<file path="src/rtl/tt_scan_pkg.sv">
// Shared types and constants for the mux truth-table scan controller.
package tt_scan_pkg;

  localparam int N_VEC          = 16;
  localparam int IDX_W          = 4;
  localparam int SETTLE_CYC_DEF = 2;

  typedef enum logic [2:0] {
    S_IDLE,
    S_BLANK,
    S_DRIVE,
    S_SAMPLE,
    S_DONE
  } state_e;

  // Lowest bit position where the two tables disagree; 0 when they match.
  function automatic logic [IDX_W-1:0] first_diff(input logic [N_VEC-1:0] a,
                                                  input logic [N_VEC-1:0] b);
    logic [IDX_W-1:0] r;
    r = '0;
    for (int i = N_VEC - 1; i >= 0; i--) begin
      if (a[i] != b[i]) r = IDX_W'(i);
    end
    return r;
  endfunction

endpackage

</file>
<file path="src/rtl/tt_vec_counter.sv">
// Vector index and per-vector settle counter for the scan controller.
module tt_vec_counter
  import tt_scan_pkg::*;
#(
  parameter int SETTLE_CYC = SETTLE_CYC_DEF
) (
  input  logic             clk,
  input  logic             rst_n,
  input  logic             clr_i,
  input  logic             settle_run_i,
  input  logic             step_i,
  output logic [IDX_W-1:0] idx_o,
  output logic             last_settle_o,
  output logic             last_vec_o
);

  logic [IDX_W-1:0] idx_q, idx_d;
  logic [3:0]       cnt_q, cnt_d;

  assign last_settle_o = (cnt_q == 4'(SETTLE_CYC - 1));
  assign last_vec_o    = (idx_q == IDX_W'(N_VEC - 1));
  assign idx_o         = idx_q;

  // The settle counter self-clears on the last cycle so back-to-back vectors restart at 0.
  always_comb begin
    idx_d = idx_q;
    cnt_d = '0;
    if (clr_i) begin
      idx_d = '0;
    end else if (step_i && !last_vec_o) begin
      idx_d = idx_q + 1'b1;
    end
    if (settle_run_i && !last_settle_o) begin
      cnt_d = cnt_q + 1'b1;
    end
  end

  always_ff @(posedge clk or negedge rst_n) begin
    if (!rst_n) begin
      idx_q <= '0;
      cnt_q <= '0;
    end else begin
      idx_q <= idx_d;
      cnt_q <= cnt_d;
    end
  end

endmodule

</file>
<file path="src/rtl/tt_scan_ctrl.sv">
// Sweeps all 16 {a,b,c,d} vectors through a strobed 8:1 mux and records its truth table.
module tt_scan_ctrl
  import tt_scan_pkg::*;
#(
  parameter int SETTLE_CYC     = SETTLE_CYC_DEF,
  parameter bit SAMPLE_ON_LAST = 1'b1
) (
  input  logic             clk,
  input  logic             rst_n,
  input  logic             start,
  input  logic             abort,
  input  logic [N_VEC-1:0] expect_mask,
  output logic [IDX_W-1:0] abcd,
  output logic             sn,
  input  logic             y_in,
  output logic             busy,
  output logic             done,
  output logic [N_VEC-1:0] table_out,
  output logic             pass,
  output logic             blank_err,
  output logic [IDX_W-1:0] err_idx
);

  state_e           state_q, state_d;
  logic [N_VEC-1:0] exp_q, exp_d;
  logic [N_VEC-1:0] shadow_q, shadow_d;
  logic [N_VEC-1:0] table_q, table_d;
  logic             pass_q, pass_d;
  logic [IDX_W-1:0] err_q, err_d;
  logic             blank_q, blank_d;
  logic             done_q, done_d;

  logic             accept;
  logic             sample_fire;
  logic             settle_run;
  logic [IDX_W-1:0] idx;
  logic             last_settle;
  logic             last_vec;

  assign accept     = (state_q == S_IDLE) && start && !abort;
  assign settle_run = (state_q == S_DRIVE) && !abort;

  tt_vec_counter #(
    .SETTLE_CYC(SETTLE_CYC)
  ) u_cnt (
    .clk          (clk),
    .rst_n        (rst_n),
    .clr_i        (accept),
    .settle_run_i (settle_run),
    .step_i       (sample_fire),
    .idx_o        (idx),
    .last_settle_o(last_settle),
    .last_vec_o   (last_vec)
  );

  always_comb begin
    state_d     = state_q;
    exp_d       = exp_q;
    shadow_d    = shadow_q;
    table_d     = table_q;
    pass_d      = pass_q;
    err_d       = err_q;
    blank_d     = blank_q;
    done_d      = 1'b0;
    sample_fire = 1'b0;
    case (state_q)
      S_IDLE: begin
        if (accept) begin
          state_d  = S_BLANK;
          exp_d    = expect_mask;
          shadow_d = '0;
        end
      end
      S_BLANK: begin
        if (abort) begin
          state_d = S_IDLE;
        end else begin
          blank_d = ~y_in;
          state_d = S_DRIVE;
        end
      end
      S_DRIVE: begin
        if (abort) begin
          state_d = S_IDLE;
        end else if (last_settle) begin
          // Early sampling folds the SAMPLE step into the final settle cycle.
          if (SAMPLE_ON_LAST) begin
            sample_fire = 1'b1;
            state_d     = last_vec ? S_DONE : S_DRIVE;
          end else begin
            state_d = S_SAMPLE;
          end
        end
      end
      S_SAMPLE: begin
        if (abort) begin
          state_d = S_IDLE;
        end else begin
          sample_fire = 1'b1;
          state_d     = last_vec ? S_DONE : S_DRIVE;
        end
      end
      S_DONE: begin
        done_d  = 1'b1;
        table_d = shadow_q;
        pass_d  = (shadow_q == exp_q);
        err_d   = first_diff(shadow_q, exp_q);
        state_d = S_IDLE;
      end
      default: state_d = S_IDLE;
    endcase
    if (sample_fire) shadow_d[idx] = y_in;
  end

  always_ff @(posedge clk or negedge rst_n) begin
    if (!rst_n) begin
      state_q  <= S_IDLE;
      exp_q    <= '0;
      shadow_q <= '0;
      table_q  <= '0;
      pass_q   <= 1'b0;
      err_q    <= '0;
      blank_q  <= 1'b0;
      done_q   <= 1'b0;
    end else begin
      state_q  <= state_d;
      exp_q    <= exp_d;
      shadow_q <= shadow_d;
      table_q  <= table_d;
      pass_q   <= pass_d;
      err_q    <= err_d;
      blank_q  <= blank_d;
      done_q   <= done_d;
    end
  end

  assign abcd      = idx;
  assign sn        = !((state_q == S_DRIVE) || (state_q == S_SAMPLE));
  assign busy      = (state_q == S_BLANK) || (state_q == S_DRIVE) || (state_q == S_SAMPLE);
  assign done      = done_q;
  assign table_out = table_q;
  assign pass      = pass_q;
  assign blank_err = blank_q;
  assign err_idx   = err_q;

endmodule

</file>
<file path="config.mk">
export PLATFORM = sky130hd
export DESIGN_NAME = tt_scan_ctrl
export DESIGN_NICKNAME = d
export VERILOG_FILES = /design/src/rtl/tt_scan_pkg.sv /design/src/rtl/tt_vec_counter.sv /design/src/rtl/tt_scan_ctrl.sv
export SDC_FILE = /design/constraint.sdc
export NUM_CORES = 1
export LEC_CHECK = 0
export BUFFER_PORTS_ARGS = -buffer_cell sky130_fd_sc_hd__buf_2
export CAP_MARGIN = 20
export CORE_ASPECT_RATIO = 0.9
export CORE_UTILIZATION = 47
export CTS_BUF_LIST = sky130_fd_sc_hd__clkbuf_4
export CTS_CLUSTER_DIAMETER = 40
export DETAILED_ROUTE_END_ITERATION = 8
export GPL_ROUTABILITY_DRIVEN = 0
export PLACE_DENSITY_LB_ADDON = 0.15
export SYNTH_ARGS = -nofsm -noshare
export SYNTH_HDL_FRONTEND = slang
export SYNTH_SLANG_ARGS = --single-unit
</file>
<file path="constraint.sdc">
create_clock -name clk -period 2.2 [get_ports clk]
set_clock_uncertainty 0.2 [all_clocks]
set_input_delay 0.66 -clock clk [delete_from_list [all_inputs] [get_ports clk]]
set_output_delay 0.66 -clock clk [all_outputs]
set_load 0.02 [all_outputs]
</file>
==> results by group <==
Critical path
  – Worst EP required: 1340 ps
  – Setup CP Type: flop to primary output
  – Max incr delay on CP: 460 ps
  – Worst R2R End: u_cnt.idx_o[3]
  – CP endpoint kind: primary output
  – Worst Reg-to-Reg Cells: 6
  – Flop-to-flop setup slack: roughly 140 ps
  – CP max FO: 7
  – Worst path cell trace: or2b_1 > buf_2
  – CP startpoint kind: flop
  – Crit Reg-Reg Startpoint: u_cnt.cnt_q[1]
  – WP data arrival: 1240 ps
  – CP max-delay cell: dfrtp_1

Timing
  – Setup_tns: 0 ps
  – Peak Freq: 476 MHz
  – Slew @ Worst Pin: approximately 470 ps
  – Max-slew violations: 0
  – Final worst setup slack: 98.3 ps
  – Max-slew headroom: 69.0%
  – Hold Fails Final Rpt: 0
  – RSZ-0062 raised after global routing: false
  – Post-layout minimum cycle time: 2100 ps
  – Final Setup Violations: 0
  – Period utilization: 95.5%

Yosys
  – Synth warnings: 0
  – Cells after Synth: 334
  – Ys async rst share: 100%
  – Syn Nets: 361
  – Seq/Total Area, Yosys: 52.8%
  – Synth Flop Type: dfrtp_1
  – Number of flops mapped to enable cells by yosys: 0
  – Synth Cell Area: about 0.0031 mm2
  – Synth cell types: 44
  – Avg Inst Size Synth: 9.36 um2
  – Synthesis-stage register bit count: 66

Drt
  – Number of vias per cell: 5.00
  – Vias post-DR: 2422
  – Initial DRC count: around 190
  – Routed len/inst: about 14 um
  – DRT Pass-1 Iters: 4
  – Remaining antenna violation count: 0
  – DR DRC count: 0
  – Final WL: between 6000 and 7000 um

Placed design
  – DP Wirelength: about 5000 um
  – Placed inst area: between 0.003 and 0.004 mm2
  – Dpl ws: 6.73 ps
  – Placed cells: ~470
  – Port bufs: 49

Job
  – Max Cap Viol: 0

Global routing
  – GRT overflow: 0
  – Initial antenna violation count: 0
  – Vias in the first global route: between 2k and 2.5k
  – Largest net degree at the start of global routing: 33
  – Global-route wire length before repair: 11700 um
  – GR Util All Layers: 22.5%

Pwr
  – Highest ir drop seen on vdd: 0.463 mV
  – Leak Pwr: between 2 and 2.5 nW
  – PwrDens: around 700 mW/mm2

Floorplan
  – Die area: around 0.007 mm2
  – Core ar.: 0.00628 mm2
  – Height of the die: 79.4 um
  – Die W: 88.0 um
  – Initial Util: 49.8%
  – Boundary pin count: 50
  – Row cnt: 27

Layout
  – Fin cells: between 400 and 500
  – Most common cell after layout, fill and taps aside: nand2_1
  – Filler cell count in the final layout: 614
  – Share of cells above drive strength 1: between 20% and 30%
  – Inserted Diodes: 0
  – Final Cell Area: 0.00372 mm2
  – Final nets: 419
  – Most frequent cells in the layout: nand2_1, dfrtp_1, buf_2
  – Synthesis-to-finish area growth: 19.0%
  – Core Util, Final: around three fifths

Clock network
  – CTS Buf Count: 9
  – Clk Latency, worst-skew pair: a little over 400 ps
  – Longest Clk Path Bufs: 2
  – CTS root buf: clkbuf_4
  – Clock transition at path regs: 110 ps
  – # clock sinks: 66
  – H-Tree Depth: 3
  – CTS tree: built

Worst hold path
  – Hold Path Sink: exp_q[15]
  – Hold Crit Class: primary input to flop
  – Hold Path Depth: 3
  – Min-delay src: expect_mask[15]

Run status
  – Status: complete, no violations
[worst max-delay path: cells and delay by family (launching register included)]
| family | cells | cell delay [ps] |
|---|---|---|
| simple gates | 1 | 240 |
| flops | 1 | 460 |
| buf+inv | 1 | 150 |
[through the flow]
step	hold WS (ps)	total power [mW]
floorplan	164	1.59
global placement	253	1.72
detailed placement	258	1.73
CTS	210	2.64
global route	221	2.76
finish	240	2.62
[flip-flops by register name, summed over array words and instances (netlist names), 3 cells and up]
signal,flops
err_idx,4
exp_q,16
shadow_q,16
state_q,3
table_out,16
u_cnt.cnt_q,4
u_cnt.idx_o,4
[area by class of cell]
class                      instances  area (um2)  share of cell area (%)
sequential                        66        1650                    44.4
multi-input combinational        248        1390                    37.5
timing repair buffer              60         380                    10.2
tap                               87         109                    2.93
clock inverter                     7        92.6                    2.49
clock buffer                       9        67.6                    1.82
inverter                           7        26.3                   0.706
[timing repair]
item	in CTS	in global routing
endpoints found under the hold margin	16	0
resized for setup	0	1
buffers inserted	0	0
setup endpoints to repair	0	1
hold buffers	1	0
[metal layers]
metal / wire (um) / track usage, % / vias to the layer above
li1: - / - / 1219
met1: 3400 / 31.5 / 1135
met2: 3030 / 34.2 / 59
met3: 311 / 5.58 / 9
met4: 70 / 6.89 / 0
met5: 0 / 0 / -
[cell usage after synthesis, types with 4 or more instances]
library cell	count	area, um2
a21oi_1	4	20.0
clkbuf_1	10	37.5
dfrtp_1	66	1650
ha_1	6	75.1
inv_1	6	22.5
mux2i_1	15	150
nand2_1	121	454
nand3_1	19	95.1
nor2_1	13	48.8
nor3_1	4	20.0
o21ai_0	8	40.0
xnor2_1	9	78.8
xor2_1	13	114
[how the worst max path moves through the flow]
stage / endpoint / startpoint / slack [ps]
detailed placement: u_cnt.idx_o[3] / abort / 7
global route: sn / state_q[1] / 2
CTS: busy / state_q[0] / 80
finish: sn / state_q[1] / 100
floorplan: u_cnt.idx_o[3] / abort / 130
global placement: u_cnt.idx_o[3] / abort / 20
[logic make-up (layout without fill, tap and decap cells)]
logic type / Yosys count / after routing / share of synthesized area (%)
xor gates and xnor gates: 22 / 22 / 6.16
DFF: 66 / 66 / 52.8
AOI/OAI and AO/OA: 24 / 24 / 5.48
and+or+nand+nor: 181 / 181 / 25.7
adders and majority gates: 6 / 6 / 2.40
buffers and inverters: 20 / 83 / 2.68
muxes: 15 / 15 / 4.80
[power breakdown]
part / total (mW) / switching (mW) / internal [mW]
registers: 1.35 / 0.0657 / 1.28
clock network: 0.907 / 0.447 / 0.459
logic: 0.365 / 0.218 / 0.148
total: 2.62 / 0.731 / 1.89
(Power assumes the default switching activity.)
